<file path="src/rtl/hs_pkg.sv">
// Purpose : shared types for the hiscore work-RAM arbiter (FSM states, mux select codes).
// Latency : n/a (types, constants and a constant-evaluation helper only).
// Backpr. : n/a.
package hs_pkg;

    typedef enum logic [2:0] {
        IDLE      = 3'd0,
        PAUSE_REQ = 3'd1,
        SETTLE    = 3'd2,
        GRANT     = 3'd3,
        RELEASE   = 3'd4
    } hs_arb_state_t;

    localparam logic SEL_CPU = 1'b0;
    localparam logic SEL_HS  = 1'b1;

    // Used to size the shared cycle counter from the three timing parameters.
    function automatic int hs_max3(input int a, input int b, input int c);
        int m;
        m = a;
        if (b > m) m = b;
        if (c > m) m = c;
        return m;
    endfunction

endpackage

</file>
<file path="src/rtl/hs_arb_mux.sv">
// Purpose : combinational RAM-port mux between CPU and hiscore engine, with the hiscore write gated.
// Latency : 0 cycles (pure combinational).
// Backpr. : none; the owner of i_sel decides who drives the RAM.
// Ports   : i_sel (SEL_CPU/SEL_HS), i_hs_gate (hiscore write enable gate),
//           i_cpu_* / i_hs_* request buses in, o_ram_* muxed RAM port out.
module hs_arb_mux
    import hs_pkg::*;
#(
    parameter int AW = 10
) (
    input  logic          i_sel,
    input  logic          i_hs_gate,
    input  logic [AW-1:0] i_cpu_addr,
    input  logic [7:0]    i_cpu_dat,
    input  logic          i_cpu_we,
    input  logic [AW-1:0] i_hs_addr,
    input  logic [7:0]    i_hs_dat,
    input  logic          i_hs_we,
    output logic [AW-1:0] o_ram_addr,
    output logic [7:0]    o_ram_dat,
    output logic          o_ram_we
);

    wire w_hs_sel = (i_sel == SEL_HS);

    assign o_ram_addr = w_hs_sel ? i_hs_addr : i_cpu_addr;
    assign o_ram_dat  = w_hs_sel ? i_hs_dat  : i_cpu_dat;
    // While the hiscore side owns the port but has no grant (hold window),
    // its write strobe must never reach the RAM.
    assign o_ram_we   = w_hs_sel ? (i_hs_we & i_hs_gate) : i_cpu_we;

endmodule

</file>
<file path="src/rtl/hs_ram_arbiter.sv">
// Purpose : pauses the CPU and hands the work-RAM port to the hiscore engine on request.
// Latency : pause 1 clk after request; grant SETTLE_CYCLES+1 after pause_ack; release HOLD_CYCLES+1.
// Backpr. : hiscore waits (hs_grant=0) until the CPU is paused and the bus has settled.
// Ports   : clk, reset_n (async active-low); cpu_* and hs_* request buses; pause_ack, vblank;
//           ram_* muxed RAM port; pause_cpu, hs_grant, ack_timeout (sticky) status outputs.
// Config  : define HS_ARB_VBLANK_EN to start a takeover only while vblank=1.
module hs_ram_arbiter
    import hs_pkg::*;
#(
    parameter int AW            = 10,
    parameter int SETTLE_CYCLES = 4,
    parameter int HOLD_CYCLES   = 2,
    parameter int ACK_TIMEOUT   = 255
) (
    input  logic          clk,
    input  logic          reset_n,
    input  logic [AW-1:0] cpu_addr,
    input  logic [7:0]    cpu_dout,
    input  logic          cpu_we,
    input  logic [AW-1:0] hs_address,
    input  logic [7:0]    hs_data,
    input  logic          hs_write,
    input  logic          hs_access,
    input  logic          pause_ack,
    input  logic          vblank,
    output logic [AW-1:0] ram_addr,
    output logic [7:0]    ram_din,
    output logic          ram_we,
    output logic          pause_cpu,
    output logic          hs_grant,
    output logic          ack_timeout
);

    localparam int CNT_MAX = hs_max3(ACK_TIMEOUT, SETTLE_CYCLES, HOLD_CYCLES);
    localparam int CW      = (CNT_MAX < 1) ? 1 : $clog2(CNT_MAX + 1);

    localparam logic [CW-1:0] C_ACK    = CW'(ACK_TIMEOUT);
    localparam logic [CW-1:0] C_SETTLE = CW'(SETTLE_CYCLES);
    localparam logic [CW-1:0] C_HOLD   = CW'(HOLD_CYCLES);
    localparam logic [CW-1:0] C_ONE    = CW'(1);

    hs_arb_state_t r_state, w_state_nxt;
    logic [CW-1:0] r_cnt,   w_cnt_nxt;
    logic          r_sel,   w_sel_nxt;
    logic          r_pause, w_pause_nxt;
    logic          r_grant, w_grant_nxt;
    logic          r_to,    w_to_nxt;
    logic          w_start;

`ifdef HS_ARB_VBLANK_EN
    assign w_start = hs_access & vblank;
`else
    assign w_start = hs_access;
    logic w_unused_vblank;
    assign w_unused_vblank = vblank;
`endif

    always_ff @(posedge clk or negedge reset_n) begin
        if (!reset_n) begin
            r_state <= IDLE;
            r_cnt   <= '0;
            r_sel   <= SEL_CPU;
            r_pause <= 1'b0;
            r_grant <= 1'b0;
            r_to    <= 1'b0;
        end else begin
            r_state <= w_state_nxt;
            r_cnt   <= w_cnt_nxt;
            r_sel   <= w_sel_nxt;
            r_pause <= w_pause_nxt;
            r_grant <= w_grant_nxt;
            r_to    <= w_to_nxt;
        end
    end

    always_comb begin
        w_state_nxt = r_state;
        w_cnt_nxt   = r_cnt;
        w_sel_nxt   = r_sel;
        w_pause_nxt = r_pause;
        w_grant_nxt = r_grant;
        w_to_nxt    = r_to;
        case (r_state)
            IDLE: begin
                if (w_start) begin
                    w_state_nxt = PAUSE_REQ;
                    w_pause_nxt = 1'b1;
                    w_cnt_nxt   = '0;
                end
            end
            PAUSE_REQ: begin
                if (!hs_access) begin
                    w_state_nxt = RELEASE;
                    w_cnt_nxt   = C_HOLD;
                end else if (pause_ack) begin
                    w_state_nxt = SETTLE;
                    w_cnt_nxt   = C_SETTLE;
                end else if (r_cnt >= C_ACK) begin
                    // Core never acknowledged: flag it and take the bus anyway.
                    w_to_nxt    = 1'b1;
                    w_state_nxt = SETTLE;
                    w_cnt_nxt   = C_SETTLE;
                end else begin
                    w_cnt_nxt   = r_cnt + C_ONE;
                end
            end
            SETTLE: begin
                if (!hs_access) begin
                    w_state_nxt = RELEASE;
                    w_cnt_nxt   = C_HOLD;
                end else if (r_cnt == '0) begin
                    w_state_nxt = GRANT;
                    w_sel_nxt   = SEL_HS;
                    w_grant_nxt = 1'b1;
                end else begin
                    w_cnt_nxt   = r_cnt - C_ONE;
                end
            end
            GRANT: begin
                if (!hs_access) begin
                    w_state_nxt = RELEASE;
                    w_cnt_nxt   = C_HOLD;
                    w_grant_nxt = 1'b0;
                end
            end
            RELEASE: begin
                // CPU is still paused here, so a returning request skips settling.
                if (hs_access) begin
                    w_state_nxt = GRANT;
                    w_sel_nxt   = SEL_HS;
                    w_grant_nxt = 1'b1;
                end else if (r_cnt == '0) begin
                    w_state_nxt = IDLE;
                    w_sel_nxt   = SEL_CPU;
                    w_pause_nxt = 1'b0;
                end else begin
                    w_cnt_nxt   = r_cnt - C_ONE;
                end
            end
            default: begin
                w_state_nxt = IDLE;
                w_sel_nxt   = SEL_CPU;
                w_pause_nxt = 1'b0;
                w_grant_nxt = 1'b0;
                w_cnt_nxt   = '0;
            end
        endcase
    end

    assign pause_cpu   = r_pause;
    assign hs_grant    = r_grant;
    assign ack_timeout = r_to;

    hs_arb_mux #(.AW(AW)) u_mux (
        .i_sel      (r_sel),
        .i_hs_gate  (r_grant),
        .i_cpu_addr (cpu_addr),
        .i_cpu_dat  (cpu_dout),
        .i_cpu_we   (cpu_we),
        .i_hs_addr  (hs_address),
        .i_hs_dat   (hs_data),
        .i_hs_we    (hs_write),
        .o_ram_addr (ram_addr),
        .o_ram_dat  (ram_din),
        .o_ram_we   (ram_we)
    );

endmodule

</file>
<file path="config.mk">
export PLATFORM = sky130hd
export DESIGN_NAME = hs_ram_arbiter
export DESIGN_NICKNAME = d
export VERILOG_FILES = /design/src/rtl/hs_pkg.sv /design/src/rtl/hs_arb_mux.sv /design/src/rtl/hs_ram_arbiter.sv
export SDC_FILE = /design/constraint.sdc
export NUM_CORES = 1
export LEC_CHECK = 0
export ABC_AREA = 1
export BUFFER_PORTS_ARGS = -buffer_cell sky130_fd_sc_hd__buf_2
export CORE_MARGIN = 2
export CORE_UTILIZATION = 43
export DETAILED_ROUTE_END_ITERATION = 12
export PLACE_DENSITY = 0.84
export SLEW_MARGIN = 25
export SYNTH_ARGS = -nofsm -noshare
export SYNTH_HDL_FRONTEND = slang
export SYNTH_SLANG_ARGS = --single-unit
</file>
<file path="constraint.sdc">
create_clock -name clk -period 1.39 [get_ports clk]
set_input_delay 0.417 -clock clk [delete_from_list [all_inputs] [get_ports clk]]
set_output_delay 0.417 -clock clk [all_outputs]
set_load 0.1 [all_outputs]
</file>
==> PnR_summary.wiki, run 1 <==
{| class="wikitable"
! Metric !! Value
|-
| Synth Instances || roughly 240
|-
| Average wire per standard cell || slightly above 20 um
|-
| Register Area || 385 um2
|-
| Initial DRC count || 201
|-
| Top cells by area in the synthesized netlist || sky130_fd_sc_hd__dfrtp_1, sky130_fd_sc_hd__nand2_1, sky130_fd_sc_hd__mux2_2, sky130_fd_sc_hd__nand3_1, sky130_fd_sc_hd__inv_1
|-
| Detailed-routing iteration count for the pre-antenna-repair pass || 5
|-
| Synth area leader || sky130_fd_sc_hd__dfrtp_1
|-
| Reported max-cap violation count || 0
|-
| I/O pin count || 65
|-
| Max-slew violation count || 0
|-
| Fraction of layout cells with a size suffix above 1 || 56.9%
|-
| Achievable Freq || roughly 530 MHz
|-
| Routability congestion estimate || 0.918
|-
| Buffer cell driving the clock tree root || sky130_fd_sc_hd__clkbuf_4
|-
| Residual overflow from global routing || 0
|-
| Wire length of the first global-routing pass || 10.4 mm
|-
| TritonCTS clock tree || built
|-
| Fraction of the mapped netlist area in adder cells || 1.66%
|-
| Endpoint class of the critical path || output port
|-
| DIE WIDTH || roughly 63 um
|-
| Synthesis-to-layout area growth || 98.7%
|-
| Switching power || 4.93 mW
|-
| Via count of the first global-routing pass || ~2.1k
|-
| Core area || 3360 um2
|-
| Setup Slack @ Placement || -140 ps
|-
| Total wire length || 8.28 mm
|-
| Overall via count from detail_route || ~2.4k
|-
| Area of the die || 4000 um2
|-
| Internal cell power || between 3 and 4 mW
|-
| Type of the worst setup path || reg2out
|-
| Number of DRC violations after detailed routing || 0
|-
| Final critical-path setup slack || -489 ps
|-
| Multi-input logic area || ~1300 um2
|-
| Starting utilization of the core area || approximately 45%
|-
| Result of the run || complete, but fails checks
|-
| Worst relative slew slack || ~75%
|-
| Clock buffer count from CTS || 3
|-
| Net switching fraction of the power || between 50% and 60%
|-
| Summed instance area of the synthesized netlist || roughly 1500 um2
|-
| Rows || 21
|-
| Final Critical Period || 1880 ps
|-
| Portion of the clock cycle consumed by the worst path in the final layout || 135%
|-
| Count of buffers inserted at the top-level ports || 63
|-
| Clock Sink Count || 15
|-
| Hold slack final || -10.3 ps
|-
| Proportion of power drawn by flip-flops and latches || 10.3%
|-
| Clock network fraction of design power || 3.4%
|-
| Portion of synthesized cell area occupied by the leading cell type || between 20% and 30%
|-
| Hold violation count in the final report || 15
|-
| Mux contribution to synthesized area || 13.4%
|-
| Combinational Power Share || a little under nine tenths
|-
| Power density normalized to cell area || ~2900 nW/um2
|-
| Source-to-sink clock delay at the later pin of the worst-skew pair || around 320 ps
|-
| Die outline height || approximately 63 um
|-
| Sequential cell area fraction in the yosys report || 24.9%
|-
| Diode insertion count for antenna repair || 0
|-
| Failing checks || hold timing, setup timing
|-
| Count of hold-fix buffers inserted at cts || 0
|-
| Simple-gate portion of the synthesized area || between 40% and 50%
|-
| Crit path DAT || 1460 ps
|-
| Post-synth cell types || 23
|-
| Final net count || around 400
|-
| Filler cell count in the final layout || 148
|-
| Worst slew pin tran || 374 ps
|-
| Via-per-instance ratio || between 6 and 7
|-
| XOR/XNOR share of the synthesized area || about 1.7%
|-
| End-of-flow core utilization || between 80 and 90%
|-
| HPWL after detailed placement || around 4.3 mm
|-
| Maximum level of the CTS H-tree || 1
|-
| Largest fanout on the critical path || 13
|-
| Largest net degree at the start of global routing || 16
|-
| Mean area per synthesized cell || about 6.2 um2
|-
| Total power consumption of the routed design || about 8.6 mW
|-
| Number of warnings printed during yosys synthesis || 0
|-
| Synth Net Count || between 200 and 300
|-
| Post-DRT Antenna Nets || 0
|-
| Reg clk slew, reported paths || 100 ps
|-
| Worst min-delay path category || in2async
|-
| Required time of the critical path || just under 1000 ps
|-
| Finish-stage setup viols || 34
|-
| Combinational family with the most area after synthesis || simple AND/OR/NAND/NOR gates
|-
| Synthesized-area fraction occupied by ao, oa, aoi and oai cells || under 10%
|-
| Largest vdd supply drop || around 0.002 V
|-
| Maximum count of clock buffers along a single path || 2
|-
| Final Skew || roughly 4.4 ps
|-
| Setup crit start kind || flip-flop
|-
| Total leakage power || 1.61 nW
|-
| Initial antenna violation count || 0
|-
| Post-synthesis sequential element count || 15
|-
| Total routing usage reported by global routing || ~33%
|-
| Unrepaired setup endpoints after global routing || yes
|}
[synthesized netlist by cell type (all sizes together)]
master	instances
nand4	9
a21oi	1
xor2	2
clkbuf	1
ha	2
nand2	100
nand3	21
nor2	25
inv	29
xnor2	1
or2	1
o21ai	9
a31oi	1
dfrtp	15
o21bai	2
buf	6
mux2	18
[layer usage]
layer  global-route usage [%]  up-vias  share of wire, %
met5                        0        -                 0
met1                     36.6     1103                33
li1                         -      992                 -
met2                     63.4      273                46
met4                     13.0        0               8.1
met3                     5.18       81                12
[critical path, stage by stage (launching register included)]
cell                      delay, ps
sky130_fd_sc_hd__dfrtp_2        460
sky130_fd_sc_hd__buf_12         170
sky130_fd_sc_hd__mux2_4         330
sky130_fd_sc_hd__buf_12         170
[per-stage QoR]
stage | std cells | TNS [ps] | instance area (um2)
floorplan | 243 | -1480 | 1610
CTS | 388 | -8960 | 2740
finish | 399 | -11770 | 3000
global route | 399 | -12920 | 3000
detailed placement | 373 | -3150 | 2500
global placement | 373 | -2070 | 2500
[logic make-up (layout without fill, tap and decap cells)]
family / count (synthesis) / after routing
flops: 15 / 15
compound gates: 13 / 13
fa+ha+maj: 2 / 2
simple gates: 156 / 156
mux: 18 / 18
buf+inv: 36 / 146
xor+xnor: 3 / 3
[path summary, 6_finish.rpt]
| path | startpoint | endpoint | slack (ps) | cells after the start |
|---|---|---|---|---|
| setup reg to reg | r_cnt[0] | r_cnt[7] | -290 | 10 |
| setup / recovery | r_sel | ram_din[4] | -490 | 3 |
| hold / removal | reset_n | ack_timeout | -10 | 1 |
| max in group asynchronous | reset_n | hs_grant | 1100 | 1 |
| min in group clk | ack_timeout | ack_timeout | 590 | 1 |
| hold reg to reg | ack_timeout | ack_timeout | 590 | 1 |
[power by group through the flow]
stage | Sequential, mW | Clock (mW) | Combinational (mW)
after global placement | 0.804 | 0 | 5.32
after CTS | 0.829 | 0.275 | 6.18
after global routing | 0.892 | 0.308 | 7.63
final | 0.886 | 0.296 | 7.42
after detailed placement | 0.812 | 0 | 5.48
after floorplan | 0.942 | 0 | 3.46
[placed cells by master, fill, tap and decap left out, types with 2 or more instances in the layout]
| cell type | Yosys | layout |
|---|---|---|
| sky130_fd_sc_hd__buf_12 | 0 | 24 |
| sky130_fd_sc_hd__buf_2 | 6 | 41 |
| sky130_fd_sc_hd__buf_4 | 0 | 40 |
| sky130_fd_sc_hd__buf_6 | 0 | 8 |
| sky130_fd_sc_hd__clkbuf_4 | 0 | 3 |
| sky130_fd_sc_hd__dfrtp_1 | 15 | 9 |
| sky130_fd_sc_hd__dfrtp_2 | 0 | 5 |
| sky130_fd_sc_hd__inv_1 | 21 | 17 |
| sky130_fd_sc_hd__inv_2 | 8 | 8 |
| sky130_fd_sc_hd__inv_4 | 0 | 3 |
| sky130_fd_sc_hd__mux2_4 | 0 | 18 |
| sky130_fd_sc_hd__nand2_1 | 99 | 83 |
| sky130_fd_sc_hd__nand2_2 | 1 | 10 |
| sky130_fd_sc_hd__nand2_4 | 0 | 7 |
| sky130_fd_sc_hd__nand3_1 | 20 | 12 |
| sky130_fd_sc_hd__nand3_2 | 1 | 6 |
| sky130_fd_sc_hd__nand3_4 | 0 | 3 |
| sky130_fd_sc_hd__nand4_1 | 9 | 9 |
| sky130_fd_sc_hd__nor2_1 | 19 | 9 |
| sky130_fd_sc_hd__nor2_2 | 5 | 6 |
| sky130_fd_sc_hd__nor2_4 | 1 | 10 |
| sky130_fd_sc_hd__o21ai_0 | 8 | 3 |
| sky130_fd_sc_hd__o21ai_1 | 1 | 4 |
| sky130_fd_sc_hd__o21bai_1 | 2 | 2 |
[cell type report]
| class | count | share of cell area, % |
|---|---|---|
| well taps | 46 | 1.92 |
| inverters | 29 | 4.05 |
| multi-input cells | 192 | 44.4 |
| repair buffers | 113 | 35.9 |
| clock buffers | 4 | 0.877 |
| flip-flops and latches | 15 | 12.9 |
[repair_timing]
item,in CTS,in global routing
buffers inserted,11,11
pin swaps,20,18
gates resized for setup,40,45
endpoints found under the setup margin,34,34
[sequential cells by signal, indices dropped and copies added, names as in the netlist]
register and cells:
r_cnt 8, ack_timeout 1, r_state 3, r_sel 1, pause_cpu 1, hs_grant 1
Note: power is estimated with default switching activity, not from simulation.
==> run 2: changes to the inputs <==
Settings changed: CORE_UTILIZATION 43 to 42, PLACE_DENSITY 0.84 to 0.83.
==> run 2 against run 1 <==
  * The run ends with setup timing left
  * Final cell count fell by 1.5%
  * Clock-buffer cell count stayed put
  * Wire length down 14%
  * Fmax increased by 3.2%
  * Sequential power is 2.5% lower
  * Sequential share of layout area is 0.42 points higher
  * Clock power fell by 11%
==> PnR_summary.wiki, run 2 (synthesis results as in run 1) <==
{| class="wikitable"
! Metric !! Value
|-
| Average wire per standard cell || 18.1 um
|-
| Filler cell count in the final layout || around 150
|-
| Worst min-delay path category || in2async
|-
| Initial DRC count || 197
|-
| Largest vdd supply drop || 0.00202 V
|-
| Largest net degree at the start of global routing || 16
|-
| Reg2Reg Setup Slack || -220 ps
|-
| Clock buffer count from CTS || 3
|-
| Post-DRT Antenna Nets || 0
|-
| Fraction of layout cells with a size suffix above 1 || a little under three fifths
|-
| Result of the run || complete, but fails checks
|-
| Die outline height || 63.9 um
|-
| Detailed-routing iteration count for the pre-antenna-repair pass || 5
|-
| Count of buffers inserted at the top-level ports || 63
|-
| R2r endpoint || r_state[1]
|-
| Top Registers || r_cnt (8), r_state (3)
|-
| Rows || 21
|-
| Buffer cell driving the clock tree root || sky130_fd_sc_hd__clkbuf_4
|-
| Final critical-path setup slack || -430 ps
|-
| Via-per-instance ratio || ~5.7
|-
| Hold slack final || about 26 ps
|-
| Failing checks || setup timing
|-
| Finish-stage setup viols || 34
|-
| Largest register by flop count || r_cnt
|-
| Termination of the worst setup path || ram_addr[9]
|-
| Initial antenna violation count || 0
|-
| DIE WIDTH || 63.9 um
|-
| End-of-flow core utilization || a little under nine tenths
|-
| Beginning of the worst register-to-register path || r_state[0]
|-
| Core area || between 3000 and 4000 um2
|-
| Overall via count from detail_route || roughly 2.2k
|-
| Power density normalized to cell area || roughly 2900 nW/um2
|-
| Reg clk slew, reported paths || around 100 ps
|-
| Worst slew pin tran || 362 ps
|-
| Setup Slack @ Placement || -153 ps
|-
| Worst relative slew slack || 75.9%
|-
| Routability congestion estimate || roughly 0.9
|-
| Source-to-sink clock delay at the later pin of the worst-skew pair || roughly 280 ps
|-
| Endpoint class of the critical path || output port
|-
| Final Skew || roughly 4.6 ps
|-
| Total wire length || slightly above 7 mm
|-
| Largest fanout on the critical path || 11
|-
| Type of the worst setup path || reg2out
|-
| Max-slew violation count || 0
|-
| Via count of the first global-routing pass || slightly below 2k
|-
| Total leakage power || 1.57 nW
|-
| Crit path DAT || between 1000 and 1500 ps
|-
| Wire length of the first global-routing pass || a little over 9 mm
|-
| Achievable Freq || about 550 MHz
|-
| Reported max-cap violation count || 0
|-
| Maximum level of the CTS H-tree || 1
|-
| Commonest cells after routing, fill and taps aside || sky130_fd_sc_hd__nand2_1, sky130_fd_sc_hd__buf_2, sky130_fd_sc_hd__buf_4
|-
| Unrepaired setup endpoints after global routing || yes
|-
| Total routing usage reported by global routing || between 20% and 30%
|-
| Length in cells of the worst reg-to-reg path || 8
|-
| Required time of the critical path || approximately 970 ps
|-
| Hold violation count in the final report || 0
|-
| Setup crit start kind || flip-flop
|-
| Starting utilization of the core area || 44.5%
|-
| Total power consumption of the routed design || between 8 and 9 mW
|-
| HPWL after detailed placement || 4.23 mm
|-
| Synthesis-to-layout area growth || 91.8%
|-
| Startpoint of the most critical setup path || r_sel
|-
| Flip-flop count of the largest register, all copies and words added || 8
|-
| Number of DRC violations after detailed routing || 0
|-
| Final net count || a little under 400
|-
| I/O pin count || 65
|-
| Clock Sink Count || 15
|-
| Area of placed instances || around 2500 um2
|-
| Maximum count of clock buffers along a single path || 2
|-
| Commonest non-fill, non-tap cell in the layout || sky130_fd_sc_hd__nand2_1
|-
| Area of the die || about 4000 um2
|-
| TritonCTS clock tree || built
|-
| Final Critical Period || ~1800 ps
|-
| Residual overflow from global routing || 0
|-
| Diode insertion count for antenna repair || 0
|-
| Post-Layout Inst Area || around 2900 um2
|-
| Portion of the clock cycle consumed by the worst path in the final layout || 131%
|}
==> run 2: changes by cell type in the layout (fill, tap and decap cells not counted), sizes merged <==
cell,change
buf,-6
clkinv,-1
inv,+1
==> run 2: final cells by class <==
cell class	instances	area, um2	area share, %
clock buffer	4	26.3	0.909
multi-input combinational	192	1300	44.9
inverter	29	114	3.94
timing repair buffer	107	1010	35.0
sequential	15	384	13.3
tap	46	57.6	1.99
==> run 2: repair_timing <==
item,4_1_cts,5_1_grt
pin swaps,12,26
buffers inserted,6,9
cloned,0,0
endpoints found under the setup margin,34,34
hold buffers,0,0
gates resized for setup,25,53
==> run 2: how the worst min path moves through the flow <==
stage	endpoint	slack (ps)	cells past startpoint
floorplan	ack_timeout	120	0
global placement	r_cnt[3]	340	1
detailed placement	r_cnt[3]	350	1
CTS	r_cnt[0]	30	1
global route	r_cnt[3]	30	1
finish	r_cnt[5]	30	1
==> run 2: per-stage QoR <==
step                      instances  setup TNS [ps]
after detailed placement        374           -3240
after floorplan                 243           -1480
after CTS                       384           -7960
final                           393           -9940
after global placement          374           -2150
after global routing            393          -11630
==> run 2: routing by layer <==
layer,wire length (um),up-vias,share of wire [%],global-route usage [%]
met5,0,-,0,0
met4,283,0,4.0,7.07
met3,672,41,9.5,3.87
met2,3700,175,52,56.0
met1,2440,1023,34,30.6
li1,-,982,-,-
==> run 2: critical path, cell delays in order, from the launching register on <==
cell	delay, ps
sky130_fd_sc_hd__dfrtp_2	460
sky130_fd_sc_hd__buf_12	170
sky130_fd_sc_hd__mux2_4	320
sky130_fd_sc_hd__buf_12	170
==> run 2: where the power goes <==
| part | switching [mW] | internal [mW] |
|---|---|---|
| registers | 0.236 | 0.628 |
| logic | 4.33 | 2.84 |
| clock network | 0.152 | 0.111 |
| total | 4.72 | 3.58 |
